### config.mk
export PLATFORM = sky130hd
export DESIGN_NAME = gift_ks_engine_flat
export DESIGN_NICKNAME = d
export VERILOG_FILES = /design/src/rtl/gift_ks_engine_if.sv /design/src/rtl/gift_ks_engine.sv /design/src/flat_wrapper.sv
export SDC_FILE = /design/constraint.sdc
export NUM_CORES = 1
export LEC_CHECK = 0
export ABC_AREA = 1
export CORE_ASPECT_RATIO = 1.2
export CORE_UTILIZATION = 38
export DETAILED_ROUTE_END_ITERATION = 10
export MAX_ROUTING_LAYER = met4
export PLACE_DENSITY_LB_ADDON = 0.2
export SKIP_LAST_GASP = 1
export SLEW_MARGIN = 20
export SYNTH_ARGS = -nofsm -noshare
export SYNTH_HDL_FRONTEND = slang
export SYNTH_SLANG_ARGS = --single-unit
### constraint.sdc
create_clock -name g_clk -period 2.1 [get_ports g_clk]
set_clock_uncertainty 0.15 [all_clocks]
set_input_delay 0.42 -clock g_clk [delete_from_list [all_inputs] [get_ports g_clk]]
set_output_delay 0.42 -clock g_clk [all_outputs]
set_load 0.03 [all_outputs]
### src/rtl/gift_ks_engine_if.sv
// Key-load, run-control and round-key stream signals of the GIFT key-schedule engine.
// master: the core that loads keys, starts runs and consumes round keys.
// slave: the engine itself.
interface gift_ks_engine_if;
    logic        key_wr;
    logic [1:0]  key_idx;
    logic [31:0] key_wdata;
    logic        start;
    logic        abort;
    logic        busy;
    logic        rk_valid;
    logic        rk_ready;
    logic [31:0] rk_u;
    logic [31:0] rk_v;
    logic [5:0]  rk_rc;
    logic [5:0]  rk_round;
    logic        rk_last;

    modport master (
        output key_wr, key_idx, key_wdata, start, abort, rk_ready,
        input  busy, rk_valid, rk_u, rk_v, rk_rc, rk_round, rk_last
    );

    modport slave (
        input  key_wr, key_idx, key_wdata, start, abort, rk_ready,
        output busy, rk_valid, rk_u, rk_v, rk_rc, rk_round, rk_last
    );
endinterface

### src/rtl/gift_ks_engine.sv
// Iterative GIFT-64/128 key schedule: streams one round key per cycle from a 128-bit master key.
// Latency: first round key valid one cycle after start; then one key per accepted handshake.
// Backpressure: rk_ready low freezes all round-key outputs and the working key.
module gift_ks_engine #(
    parameter int VARIANT = 128,
    parameter int NROUNDS = 40
) (
    input  logic            g_clk,
    input  logic            g_resetn,
    gift_ks_engine_if.slave ks
);

    localparam logic [5:0] LAST_ROUND = 6'(NROUNDS - 1);

    // Catch unsupported configurations at elaboration rather than in silicon.
    if (!(VARIANT == 128 || VARIANT == 64)) begin : g_bad_variant
        $error("gift_ks_engine: VARIANT must be 64 or 128");
    end
    if (NROUNDS < 1 || NROUNDS > 63) begin : g_bad_nrounds
        $error("gift_ks_engine: NROUNDS must be in 1..63");
    end

    typedef enum logic {
        IDLE = 1'b0,
        RUN  = 1'b1
    } state_t;

    state_t       state;
    logic [127:0] mk;
    logic [127:0] wk;
    logic         busy_q;
    logic         valid_q;
    logic [31:0]  u_q;
    logic [31:0]  v_q;
    logic [5:0]   rc_q;
    logic [5:0]   round_q;
    logic         last_q;
    logic         hs;

    // Word rotation k7..k0 <= (k1 ror 2, k0 ror 12, k7, k6, k5, k4, k3, k2); same for both variants.
    function automatic logic [127:0] key_update(input logic [127:0] k);
        logic [15:0] k0;
        logic [15:0] k1;
        k0 = k[15:0];
        k1 = k[31:16];
        return {k1[1:0], k1[15:2], k0[11:0], k0[15:12], k[127:32]};
    endfunction

    // 6-bit LFSR of the GIFT round constant.
    function automatic logic [5:0] rc_next(input logic [5:0] c);
        return {c[4:0], c[5] ^ c[4] ^ 1'b1};
    endfunction

    // Round-key extraction, returned as {U, V}; GIFT-64 keys are zero-extended 16-bit words.
    function automatic logic [63:0] extract(input logic [127:0] k);
        if (VARIANT == 128) begin
            return {k[95:64], k[31:0]};
        end
        return {16'h0000, k[31:16], 16'h0000, k[15:0]};
    endfunction

    assign hs = valid_q & ks.rk_ready;

    // Control FSM together with key storage and the registered round-key outputs.
    always_ff @(posedge g_clk or negedge g_resetn) begin
        if (!g_resetn) begin
            state   <= IDLE;
            mk      <= '0;
            wk      <= '0;
            busy_q  <= 1'b0;
            valid_q <= 1'b0;
            u_q     <= '0;
            v_q     <= '0;
            rc_q    <= '0;
            round_q <= '0;
            last_q  <= 1'b0;
        end else begin
            case (state)
                IDLE: begin
                    // Master key is only writable between runs.
                    if (ks.key_wr) begin
                        mk[{ks.key_idx, 5'b00000} +: 32] <= ks.key_wdata;
                    end
                    if (ks.start && !ks.abort) begin
                        wk         <= key_update(mk);
                        {u_q, v_q} <= extract(mk);
                        rc_q       <= rc_next(6'h00);
                        round_q    <= 6'h00;
                        last_q     <= (LAST_ROUND == 6'h00);
                        valid_q    <= 1'b1;
                        busy_q     <= 1'b1;
                        state      <= RUN;
                    end
                end
                RUN: begin
                    // Abort wins over any handshake landing on the same edge.
                    if (ks.abort) begin
                        valid_q <= 1'b0;
                        busy_q  <= 1'b0;
                        state   <= IDLE;
                    end else if (hs) begin
                        if (last_q) begin
                            valid_q <= 1'b0;
                            busy_q  <= 1'b0;
                            state   <= IDLE;
                        end else begin
                            wk         <= key_update(wk);
                            {u_q, v_q} <= extract(wk);
                            rc_q       <= rc_next(rc_q);
                            round_q    <= round_q + 6'h01;
                            last_q     <= ((round_q + 6'h01) == LAST_ROUND);
                        end
                    end
                end
                default: begin
                    state   <= IDLE;
                    valid_q <= 1'b0;
                    busy_q  <= 1'b0;
                end
            endcase
        end
    end

    assign ks.busy     = busy_q;
    assign ks.rk_valid = valid_q;
    assign ks.rk_u     = u_q;
    assign ks.rk_v     = v_q;
    assign ks.rk_rc    = rc_q;
    assign ks.rk_round = round_q;
    assign ks.rk_last  = last_q;

endmodule

### src/flat_wrapper.sv
// flat-port wrapper written by rule: the top's interface ports become plain ports
module gift_ks_engine_flat 
#(
    parameter int VARIANT = 128,
    parameter int NROUNDS = 40
)
  (g_clk, g_resetn, ks_key_wr, ks_key_idx, ks_key_wdata, ks_start, ks_abort, ks_rk_ready, ks_busy, ks_rk_valid, ks_rk_u, ks_rk_v, ks_rk_rc, ks_rk_round, ks_rk_last);
  gift_ks_engine_if ks_i ();
  input  logic g_clk;
  input  logic g_resetn;
  input wire logic [$bits(ks_i.key_wr)-1:0] ks_key_wr;
  input wire logic [$bits(ks_i.key_idx)-1:0] ks_key_idx;
  input wire logic [$bits(ks_i.key_wdata)-1:0] ks_key_wdata;
  input wire logic [$bits(ks_i.start)-1:0] ks_start;
  input wire logic [$bits(ks_i.abort)-1:0] ks_abort;
  input wire logic [$bits(ks_i.rk_ready)-1:0] ks_rk_ready;
  output wire logic [$bits(ks_i.busy)-1:0] ks_busy;
  output wire logic [$bits(ks_i.rk_valid)-1:0] ks_rk_valid;
  output wire logic [$bits(ks_i.rk_u)-1:0] ks_rk_u;
  output wire logic [$bits(ks_i.rk_v)-1:0] ks_rk_v;
  output wire logic [$bits(ks_i.rk_rc)-1:0] ks_rk_rc;
  output wire logic [$bits(ks_i.rk_round)-1:0] ks_rk_round;
  output wire logic [$bits(ks_i.rk_last)-1:0] ks_rk_last;
  assign ks_i.key_wr = ks_key_wr;
  assign ks_i.key_idx = ks_key_idx;
  assign ks_i.key_wdata = ks_key_wdata;
  assign ks_i.start = ks_start;
  assign ks_i.abort = ks_abort;
  assign ks_i.rk_ready = ks_rk_ready;
  assign ks_busy = ks_i.busy;
  assign ks_rk_valid = ks_i.rk_valid;
  assign ks_rk_u = ks_i.rk_u;
  assign ks_rk_v = ks_i.rk_v;
  assign ks_rk_rc = ks_i.rk_rc;
  assign ks_rk_round = ks_i.rk_round;
  assign ks_rk_last = ks_i.rk_last;
  gift_ks_engine #(.VARIANT(VARIANT), .NROUNDS(NROUNDS)) u_core (.g_clk(g_clk), .g_resetn(g_resetn), .ks(ks_i));
endmodule
After elaboration in Yosys (flattened, before gate mapping). Index checks and enable logic that the tools add are counted.

Add/subtract/negate cells: 2. Equality and inequality tests: 7. Shift operators: 2. Muxes and demuxes: 48. Bitwise gates (word level): 4. Reductions and logical operators: 6.

Operators with widths (count): 128-bit 2-to-1 mux (4); 32-bit 2-to-1 mux (8); 128-bit case mux with 2 select lines (1); 128-bit bitwise mux (1); 64-bit 2-to-1 mux (2); 32-bit case mux with 2 select lines (2); 32-bit by 9-bit variable shift with 128-bit output (first input constant) (1); 32-bit by 9-bit indexed part select with 128-bit output (1); 6-bit 2-to-1 mux (8); 6-bit case mux with 2 select lines (2); 1-bit 2-to-1 mux (17); 7-bit negation with 9-bit output (1); 6-bit by 1-bit adder with 6-bit output (second input constant) (1); 6-bit equality test (second input constant) (1); 2-bit != test (second input constant) (3); 3-bit != test (second input constant) (2); 1-bit case mux with 2 select lines (3); 3-bit AND reduction (2); 4-bit AND reduction (1); 2-bit by 1-bit != test with 1-bit output (second input constant) (1); 1-bit inverter (2); 2-bit AND reduction (1); 1-bit AND (1); 1-bit logical AND (1); 2 further kinds (2).

Register bits after elaboration: 335. Input port bits: 40. Output and inout port bits: 79. Word-level logic and storage cells: 78.

Longest topological paths before layout. Gate-level depths: netlist of run 1.

Depth after elaboration: 9. Mapped depth: 10. Mapped depth without buffers: 8.

Worst setup path before layout of run 1. Ideal clock, no wire load.

Path type: input port to flip-flop. Start point: input ks_key_idx[0]. End point: register u_core.mk[64]. Setup time: 0.083 ns. Arrival time: 2.159 ns. Required time: 1.867 ns. Slack: -0.292 ns. Stages on the path: 10. Path buffers: 4. Cells stage by stage: clkbuf_1 > inv_1 > clkbuf_1 > buf_2 > ha_1 > inv_1 > nor2_1 > clkbuf_1 > nand4_1 > o21ai_0.

Word-level cells in the longest chain between the ends: 3. Elaborated cells on any way between the ends: 4. Those cells by class: add/sub: 1; shift: 2; mux: 1.

Ends and longest elaborated chain: start, declared (line flat_wrapper.sv:12) `input wire logic [$bits(ks_i.key_idx)-1:0] ks_key_idx;`; 7-bit negation with 9-bit output (*) (line gift_ks_engine.sv:82) `mk[{ks.key_idx, 5'b00000} +: 32] <= ks.key_wdata;`; 32-bit by 9-bit indexed part select with 128-bit output or 32-bit by 9-bit variable shift with 128-bit output (tied branches) (line gift_ks_engine.sv:82); 128-bit bitwise mux (*) (line gift_ks_engine.sv:82); end signal, assigned by index (line gift_ks_engine.sv:82); end, declared (line gift_ks_engine.sv:29) `logic [127:0] mk;`.

Mark *: on every way between the ends. The rest lies on a longest branch, timed or not. A chain may end at the register's enable or synchronous reset.

Worst setup path after layout of run 1.
Start point: register u_core.v_q[17], in the netlist u_core.ks.rk_v[17]. End point: output ks_rk_v[17].

RTL lines: start, declared (line gift_ks_engine.sv:34) `logic [31:0] v_q;`; start signal, assigned (line gift_ks_engine.sv:86) `{u_q, v_q} <= extract(mk);`; start signal, assigned (line gift_ks_engine.sv:108) `{u_q, v_q} <= extract(wk);`; end, declared (line flat_wrapper.sv:20) `output wire logic [$bits(ks_i.rk_v)-1:0] ks_rk_v;`.

No word-level cell between the ends.

==> impl_metrics.csv, run 1 <==
group,metric,value,unit
clock_network,postCtsSetupBuffers,0,
timing,finalHoldViolCount,0,
setup_path,crit_fanout,3,
logic_synthesis,yosysMostFrequentCell,"nand2_1",
timing,min_period_over_period,94.5,%
final_layout,nets,1577,
logic_synthesis,synth_cells,1486,
logic_synthesis,yosysUniqueCellTypes,29,
timing,min_period,1.99,ns
hold_path,worstHoldPathType,"in -> reg",
power,vdd_drop_max,0.507,mV
logic_synthesis,synth_seq_cells,271,
setup_path,endpoint_kind,"output port",
setup_path,crit_chain,"dlygate4sd2_1",
clock_network,cts_inserted_buffers,29,
die,die_area,0.0340,mm2
logic_synthesis,synth_edf_count,0,
final_layout,diodes,0,
timing,slew-limit-headroom,61.7,%
timing,worst_pin_slew,0.574,ns
setup_path,path_buf_inv,1,
clock_network,clkLatencyLatePin,0.54,ns
drt,antenna_left,0,
timing,rsz0062_at_grt,"no",
die,core,0.0325,mm2
clock_network,clk_pin_slew,0.06,ns
place,dp_hpwl,22200,um
drt,dr.pass1.iters,5,
logic_synthesis,synth-simple-area-share,15.9,%
global_route,grt.total_usage,20.8,%
run_status,status,"finished, final reports clean",
clock_network,cts_tree,"built",
power,power.density,1050,mW/mm2
drt,vias_per_cell,5.02,
logic_synthesis,synth_top_area_share,53.7,%
setup_path,max_stage_delay,0.45,ns
setup_path,cp.arrival,1.42,ns
global_route,grt_first_pass_wirelength,54400,um
logic_synthesis,synth_compound_area_share,16.7,%
clock_network,cts_buffer_depth,3,
drt,num_vias,10000,
timing,fmax,504,MHz
final_layout,drive_gt1_share,8.56,%
power,p_leak,7.43,nW
logic_synthesis,synth_seq_area_share,53.7,%
die,die_x,168,um
clock_network,htree_levels,1,
final_layout,instances_no_fill,1997,
clock_network,root_buffer,"clkbuf_16",
die,start_util,38.9,%
global_route,grt_max_degree,69,
logic_synthesis,synthMuxAreaShare,0,%
setup_path,path_class,"reg -> out",
logic_synthesis,synth_area_leaders,"dfrtp_1, o21ai_0, nand2_1",
final_layout,fin_util,46.3,%
timing,whs,0.147,ns
final_layout,area_growth,19.3,%
logic_synthesis,synth-xor-area-share,0.139,%
drt,finalWirelength,33400,um
die,rows,72,
drt,drtIter0Drc,550,
timing,setup_viol,0,
global_route,antenna_found_initial,0,
logic_synthesis,ys_async_sr_fraction,100,%
place,io_buffers,118,
setup_path,cpLargestDelayFamily,"flip-flops",
place,placed_area,0.0142,mm2
logic_synthesis,synthFlopType,"dfrtp_1",
setup_path,startpoint_type,"flip-flop",
die,io_pins,119,
logic_synthesis,ys_warn_count,0,
timing,final_max_slew_viol_count,0,
place,gp_congestion,0.774,
logic_synthesis,syn-cell-area,0.0126,mm2
setup_path,required,1.53,ns
setup_path,crit_slowest_cell,"dfrtp_1",
logic_synthesis,synth_nets,1533,
logic_synthesis,yosys-top-cells-count,"nand2_1, dfrtp_1, o21ai_0",
global_route,gr-total-overflow,0,
logic_synthesis,synth_adder_area_share,0.693,%
clock_network,clkSinkCount,271,
drt,drc,0,
logic_synthesis,synth_top_area_cell,"dfrtp_1",
logic_synthesis,synth_top_family_by_area,"compound AO/OA/AOI/OAI gates",
drt,post_drt_wl_per_cell,16.7,um
job,maxCapViolations,0,
logic_synthesis,syn_area_per_cell,8.50,um2
place,dp_cells,1942,
global_route,grt_pass1_vias,9884,
final_layout,fin_area,0.0151,mm2
die,die_h,202,um
-- where the power goes --
part | switching (mW) | total, mW | internal (mW) | leakage [nW]
sequential | 0.594 | 6.84 | 6.25 | 3.57
combinational | 2.53 | 3.78 | 1.26 | 3.37
clock | 2.07 | 5.24 | 3.17 | 0.492
total | 5.19 | 15.9 | 10.7 | 7.43
-- path summary, 6_finish.rpt --
| check | start | depth (start not counted) | end | slack [ns] |
|---|---|---|---|---|
| min | ks_key_idx[0] | 4 | u_core.mk[89] | 0.15 |
| max in group asynchronous | g_resetn | 3 | u_core.mk[63] | 0.90 |
| min reg2reg | u_core.wk[69] | 2 | u_core.wk[69] | 0.34 |
| max | u_core.ks.rk_v[17] | 1 | ks_rk_v[17] | 0.11 |
| max reg2reg | u_core.state | 8 | u_core.wk[71] | 0.45 |
| min in group asynchronous | g_resetn | 2 | u_core.ks.rk_u[27] | 0.19 |
-- per-stage QoR --
stage               power, mW  TNS (ns)  setup WS, ns
floorplan                9.77         0       0.00913
global placement         11.0     -7.36        -0.108
detailed placement       11.1     -9.18        -0.148
CTS                      16.1         0        0.0774
global route             16.8         0        0.0367
finish                   15.9         0         0.114
-- kinds of logic after synthesis --
kind of cell    after synthesis
compound gates              399
buf+inv                     351
flops                       271
xor+xnor                      2
fa+ha+maj                     7
simple gates                456
-- area by class of cell --
class                      count  area [um2]
timing repair buffer         183        1800
inverter                     181         687
clock buffer                  46         900
multi-input combinational    864        4250
sequential                   271        6780
tap                          444         556
clock inverter                 8        96.3
fill                        3204       17500
-- sequential cells by signal (all words and copies together) (netlist names) --
signal,count
u_core.ks.busy,1
u_core.ks.rk_last,1
u_core.ks.rk_rc,6
u_core.ks.rk_round,6
u_core.ks.rk_u,31
u_core.ks.rk_v,31
u_core.mk,128
u_core.state,1
u_core.wk,66
-- cells in the final DEF, fill, tap and decap left out, types with 4 or more instances in the layout --
cell	Yosys	layout
nor2_1	7	4
clkbuf_16	0	29
ha_1	7	7
buf_12	0	18
nand4_1	65	65
o21ai_0	260	260
nand3_1	63	63
clkdlybuf4s50_1	0	37
o211ai_1	36	36
clkinv_2	0	4
buf_4	66	46
clkbuf_8	0	11
dlygate4sd2_1	0	79
o21ai_1	93	93
nor2_4	1	7
nand2_1	310	310
inv_1	178	176
dfrtp_1	271	270
clkbuf_1	65	6
o22ai_1	6	6
-- timing repair --
item,4_1_cts,5_1_grt
hold buffers,1,0
gates resized for setup,79,0
endpoints found under the setup margin,79,0
endpoints found under the hold margin,240,0
-- metal layers --
metal | track usage (%) | vias up | part of all wire, %
met5 | - | - | 0
met4 | 5.65 | 0 | 2.3
met3 | 2.10 | 46 | 4.7
met2 | 33.5 | 245 | 48
met1 | 27.9 | 4823 | 45
li1 | - | 4910 | -
No activity file was read; power rests on OpenSTA's default activity.
==> run 2, diff against run 1 <==
--- a/config.mk
+++ b/config.mk
@@ -11,7 +11,6 @@
 export DETAILED_ROUTE_END_ITERATION = 10
 export MAX_ROUTING_LAYER = met4
 export PLACE_DENSITY_LB_ADDON = 0.2
-export SKIP_LAST_GASP = 1
 export SLEW_MARGIN = 20
 export SYNTH_ARGS = -nofsm -noshare
 export SYNTH_HDL_FRONTEND = slang
==> constraint.sdc (replaced) <==
create_clock -name g_clk -period 2.1 [get_ports g_clk]
set_clock_uncertainty 0.15 [all_clocks]
set_input_delay 0.42 -clock g_clk [delete_from_list [all_inputs] [get_ports g_clk]]
set_output_delay 0.42 -clock g_clk [all_outputs]
set_load 0.1 [all_outputs]
==> run 2 against run 1 <==
Total power increased by 20%. Critical path depth unchanged. Global-route usage increased by 0.21 points. Clock power decreased by 7.4%. Maximum frequency increased by 8.3%. Non-clock buffer count unchanged. Via count increased by 1.2%. Sequential power increased by 3.9%. Core utilization increased by 2.2 points.
==> impl_metrics.csv, run 2 (synthesis results as in run 1) <==
group,metric,value,unit
run_status,status,"finished, final reports clean",
setup_path,r2r_start,"u_core.state",
timing,rsz0062_at_grt,"no",
clock_network,clkSinkCount,271,
final_layout,multi_input_area,0.00425,mm2
global_route,grt_first_pass_wirelength,55200,um
drt,post_drt_wl_per_cell,16.8,um
drt,drc,0,
timing,final_max_slew_viol_count,0,
die,die_h,202,um
final_layout,max_flop_register,"u_core.mk",
setup_path,endpoint_kind,"output port",
timing,worst_pin_slew,0.630,ns
timing,min_period_over_period,87.3,%
final_layout,fin_area,0.0158,mm2
timing,fmax,546,MHz
clock_network,cts_buffer_depth,3,
setup_path,regToRegEndpoint,"u_core.wk[89]",
final_layout,final_cell_mix,"nand2_1, dfrtp_1, o21ai_0",
clock_network,clkLatencyLatePin,0.54,ns
power,vdd_drop_max,0.782,mV
timing,tns,0,ns
drt,num_vias,10100,
global_route,grt_max_degree,75,
final_layout,fillCellCount,3085,
drt,dr_wl_met3,1500,um
final_layout,diodes,0,
drt,antenna_left,0,
setup_path,required,1.53,ns
drt,drtIter0Drc,775,
clock_network,postCtsSetupBuffers,0,
place,dp_hpwl,21900,um
place,placed_area,0.0149,mm2
timing,min_period,1.83,ns
timing,setup_viol,0,
final_layout,layout_commonest_cell,"nand2_1",
setup_path,r2r_slack,0.39,ns
final_layout,largestRegisters,"u_core.mk x128, u_core.wk x66",
timing,slew-limit-headroom,58.0,%
place,io_buffers,118,
setup_path,startpoint_type,"flip-flop",
setup_path,path_buf_inv,1,
drt,wl_met2,16600,um
drt,maxUsedRoutingLayer,"met4",
global_route,grt_pass1_vias,10000,
die,io_pins,119,
drt,drt-met1-wl,14800,um
die,rows,72,
final_layout,regArea,0.00679,mm2
final_layout,drive_gt1_share,13.5,%
power,p_leak,7.51,nW
setup_path,cp.arrival,1.26,ns
final_layout,nets,1577,
final_layout,largest_register_ffs,128,
setup_path,ff2ff_path_depth,5,
power,power.density,1210,mW/mm2
setup_path,max_stage_delay,0.50,ns
global_route,antenna_found_initial,0,
die,die_x,168,um
setup_path,worstSetupStartpoint,"u_core.ks.rk_round[3]",
drt,vias_per_cell,5.08,
hold_path,worstHoldPathType,"in -> async",
setup_path,crit_slowest_cell,"dfrtp_1",
global_route,grt.total_usage,21.0,%
die,core,0.0325,mm2
final_layout,area_growth,25.0,%
setup_path,path_class,"reg -> out",
clock_network,htree_levels,1,
die,die_area,0.0340,mm2
clock_network,clk_pin_slew,0.06,ns
clock_network,cts_tree,"built",
global_route,gr-total-overflow,0,
job,maxCapViolations,0,
clock_network,root_buffer,"clkbuf_16",
setup_path,cpLargestDelayFamily,"flip-flops",
setup_path,crit_chain,"buf_12",
timing,whs,0.191,ns
timing,finalHoldViolCount,0,
place,gp_congestion,0.815,
drt,finalWirelength,33600,um
die,start_util,38.9,%
drt,dr.pass1.iters,5,
setup_path,crit_fanout,6,
power,power.total,19.0,mW
clock_network,cts_inserted_buffers,29,
run 2: changes by cell type in the layout (fill, tap and decap cells not counted), moves of 2 or more:
cell,delta
buf_12,+74
buf_4,+5
bufinv_16,-2
clkbuf_1,+4
clkbuf_8,-6
clkinv_2,+3
dfrtp_1,-2
dfrtp_2,+2
dlygate4sd2_1,-79
run 2: worst max-delay path by stage:
stage / endpoint / slack [ns] / depth (start not counted)
after floorplan: u_core.mk[41] / 0.009 / 10
after global placement: u_core.mk[17] / -0.21 / 8
after detailed placement: u_core.mk[7] / -0.25 / 8
after CTS: ks_rk_round[3] / 0.25 / 1
after global routing: u_core.mk[127] / 0.19 / 8
final: ks_rk_round[3] / 0.27 / 1
run 2: metal layers:
metal / GRT usage (%) / vias up
met4: 5.45 / 0
met2: 34.5 / 263
met3: 2.30 / 40
li1: - / 4905
met5: - / -
met1: 27.6 / 4937
run 2: area by class of cell:
type / instances / area share [%]
Timing Repair Buffer: 183 / 16.6
Clock buffer: 44 / 5.27
Clock inverter: 10 / 0.380
Inverter: 181 / 4.35
Tap cell: 444 / 3.52
Sequential cell: 271 / 43.0
Multi-Input combinational cell: 864 / 26.9
run 2: report_power, final:
group	total, mW	switching [mW]	internal (mW)
registers	7.11	0.860	6.25
logic	7.08	4.70	2.38
clock network	4.85	2.12	2.73
run 2: repair_timing:
| item | in CTS | in global routing |
|---|---|---|
| endpoints found under the setup margin | 0 | 0 |
| hold buffers | 1 | 0 |
| gates resized for setup | 0 | 0 |
| hold endpoints to repair | 271 | 0 |
run 2: stage by stage:
step	instances	util (%)	setup slack, ns
floorplan	1486	-	0.00913
global placement	1942	45.8	-0.208
detailed placement	1942	45.8	-0.252
CTS	1997	48.6	0.251
global route	1997	48.6	0.193
finish	1997	48.6	0.267
==> run 3, diff against run 2 <==
--- a/config.mk
+++ b/config.mk
@@ -8,7 +8,9 @@
 export ABC_AREA = 1
 export CORE_ASPECT_RATIO = 1.2
 export CORE_UTILIZATION = 38
+export CTS_CLUSTER_DIAMETER = 30
 export DETAILED_ROUTE_END_ITERATION = 10
+export GPL_ROUTABILITY_DRIVEN = 0
 export MAX_ROUTING_LAYER = met4
 export PLACE_DENSITY_LB_ADDON = 0.2
 export SLEW_MARGIN = 20
==> run 3 against run 2 <==
Cell area is 7.5% higher. Maximum frequency fell by 1.2%. Register-to-register slack about the same. Die area unchanged. Hold slack got worse by 0.024 ns. Sequential share of layout area shrank 3.0 points. Count of clock-buffer cells in the layout grew 25. Global-route usage is 0.91 points higher. Core utilization increased by 3.6 points. Largest cell class unchanged.
==> impl_metrics.csv, run 3 (synthesis results as in run 1) <==
group,metric,value,unit
drt,num_vias,10300,
global_route,gr-total-overflow,0,
clock_network,cts_buffer_depth,3,
drt,post_drt_wl_per_cell,16.9,um
setup_path,path_buf_inv,1,
die,die_h,202,um
place,dp_hpwl,21900,um
setup_path,cp.arrival,1.29,ns
setup_path,crit_fanout,6,
run_status,status,"finished, final reports clean",
timing,worst_slack,0.244,ns
setup_path,crit_chain,"buf_12",
power,vdd_drop_max,0.817,mV
clock_network,clk_pin_slew,0.05,ns
drt,antenna_left,0,
timing,setup_viol,0,
die,start_util,38.9,%
setup_path,crit_slowest_cell,"dfrtp_1",
global_route,grt.total_usage,21.9,%
final_layout,layout_commonest_cell,"nand2_1",
power,p_leak,8.05,nW
hold_path,worstHoldPathType,"in -> async",
setup_path,max_stage_delay,0.49,ns
global_route,grt_max_degree,75,
clock_network,cts_tree,"built",
place,io_buffers,118,
setup_path,cpLargestDelayFamily,"flip-flops",
final_layout,final_cell_mix,"nand2_1, dfrtp_1, o21ai_0",
clock_network,cts_resized,0,
timing,min_period,1.86,ns
final_layout,drive_gt1_share,16.6,%
global_route,grt_first_pass_wirelength,57100,um
drt,vias_per_cell,5.03,
timing,finalHoldViolCount,0,
timing,fmax,539,MHz
setup_path,startpoint_type,"flip-flop",
global_route,antenna_found_initial,0,
timing,rsz0062_at_grt,"no",
place,place_worst_setup_slack,-0.252,ns
final_layout,fillCellCount,2946,
clock_network,htree_levels,2,
drt,dr.pass1.iters,5,
final_layout,max_flop_register,"u_core.mk",
setup_path,path_class,"reg -> out",
clock_network,root_buffer,"clkbuf_16",
job,maxCapViolations,0,
die,core,0.0325,mm2
timing,whs,0.167,ns
clock_network,postCtsSetupBuffers,0,
clock_network,clkLatencyLatePin,0.57,ns
setup_path,endpoint_kind,"output port",
final_layout,nets,1606,
timing,slew-limit-headroom,57.7,%
die,rows,72,
drt,finalWirelength,34600,um
power,power.density,1400,mW/mm2
die,die_x,168,um
timing,min_period_over_period,88.4,%
die,die_area,0.0340,mm2
timing,final_max_slew_viol_count,0,
drt,drtIter0Drc,785,
timing,worst_pin_slew,0.635,ns
drt,drc,0,
global_route,grt_pass1_vias,10500,
setup_path,required,1.53,ns
clock_network,cts_inserted_buffers,58,
final_layout,largest_register_ffs,128,
die,io_pins,119,
final_layout,area_growth,34.3,%
final_layout,diodes,0,
clock_network,clkSinkCount,271,
final_layout,largestRegisters,"u_core.mk x128, u_core.wk x66",
[run 3: metrics by stage]
step	cells	power, mW	setup TNS [ns]	util (%)	area, um2
final	2051	23.8	0	52.2	17000
after global placement	1942	14.3	-22.04	45.8	14900
after floorplan	1486	12.0	0	-	12700
after CTS	2051	24.0	0	52.2	17000
after global routing	2051	24.7	0	52.2	17000
after detailed placement	1942	14.3	-22.18	45.8	14900
[run 3: report_power, final]
| part | leakage (nW) | internal, mW | total (mW) | switching (mW) |
|---|---|---|---|---|
| registers | 3.57 | 6.26 | 7.13 | 0.860 |
| logic | 3.50 | 2.38 | 7.10 | 4.71 |
| clock network | 0.981 | 6.51 | 9.55 | 3.04 |
[run 3: cell type report]
class / instances / area, um2 / area share [%]
repair buffers: 183 / 2630 / 15.5
flip-flops and latches: 271 / 6790 / 40.0
clock buffers: 69 / 1550 / 9.16
well taps: 444 / 556 / 3.27
multi-input cells: 864 / 4250 / 25.0
clock inverters: 39 / 517 / 3.05
inverters: 181 / 687 / 4.05
[run 3: metal layers]
layer  share of wire (%)  track usage (%)
met5                   0                -
met4                 2.2             7.44
met3                 5.1             3.52
met2                  49             35.8
met1                  43             27.6
[run 3: path summary, 6_finish.rpt]
path / endpoint / slack [ns] / from / cells past startpoint
worst max-delay path: ks_rk_round[3] / 0.24 / u_core.ks.rk_round[3] / 1
worst min-delay path: u_core.wk[17] / 0.17 / g_resetn / 2
worst max register to register: u_core.wk[89] / 0.40 / u_core.state / 5
worst min register to register: u_core.wk[76] / 0.33 / u_core.wk[76] / 2
max in group asynchronous: u_core.mk[124] / 0.99 / g_resetn / 3
min in group g_clk: u_core.mk[36] / 0.30 / ks_key_idx[0] / 4
[run 3: repair_timing]
item | in CTS | in global routing
setup endpoints to repair | 0 | 0
hold buffers | 1 | 0
hold endpoints to repair | 271 | 0
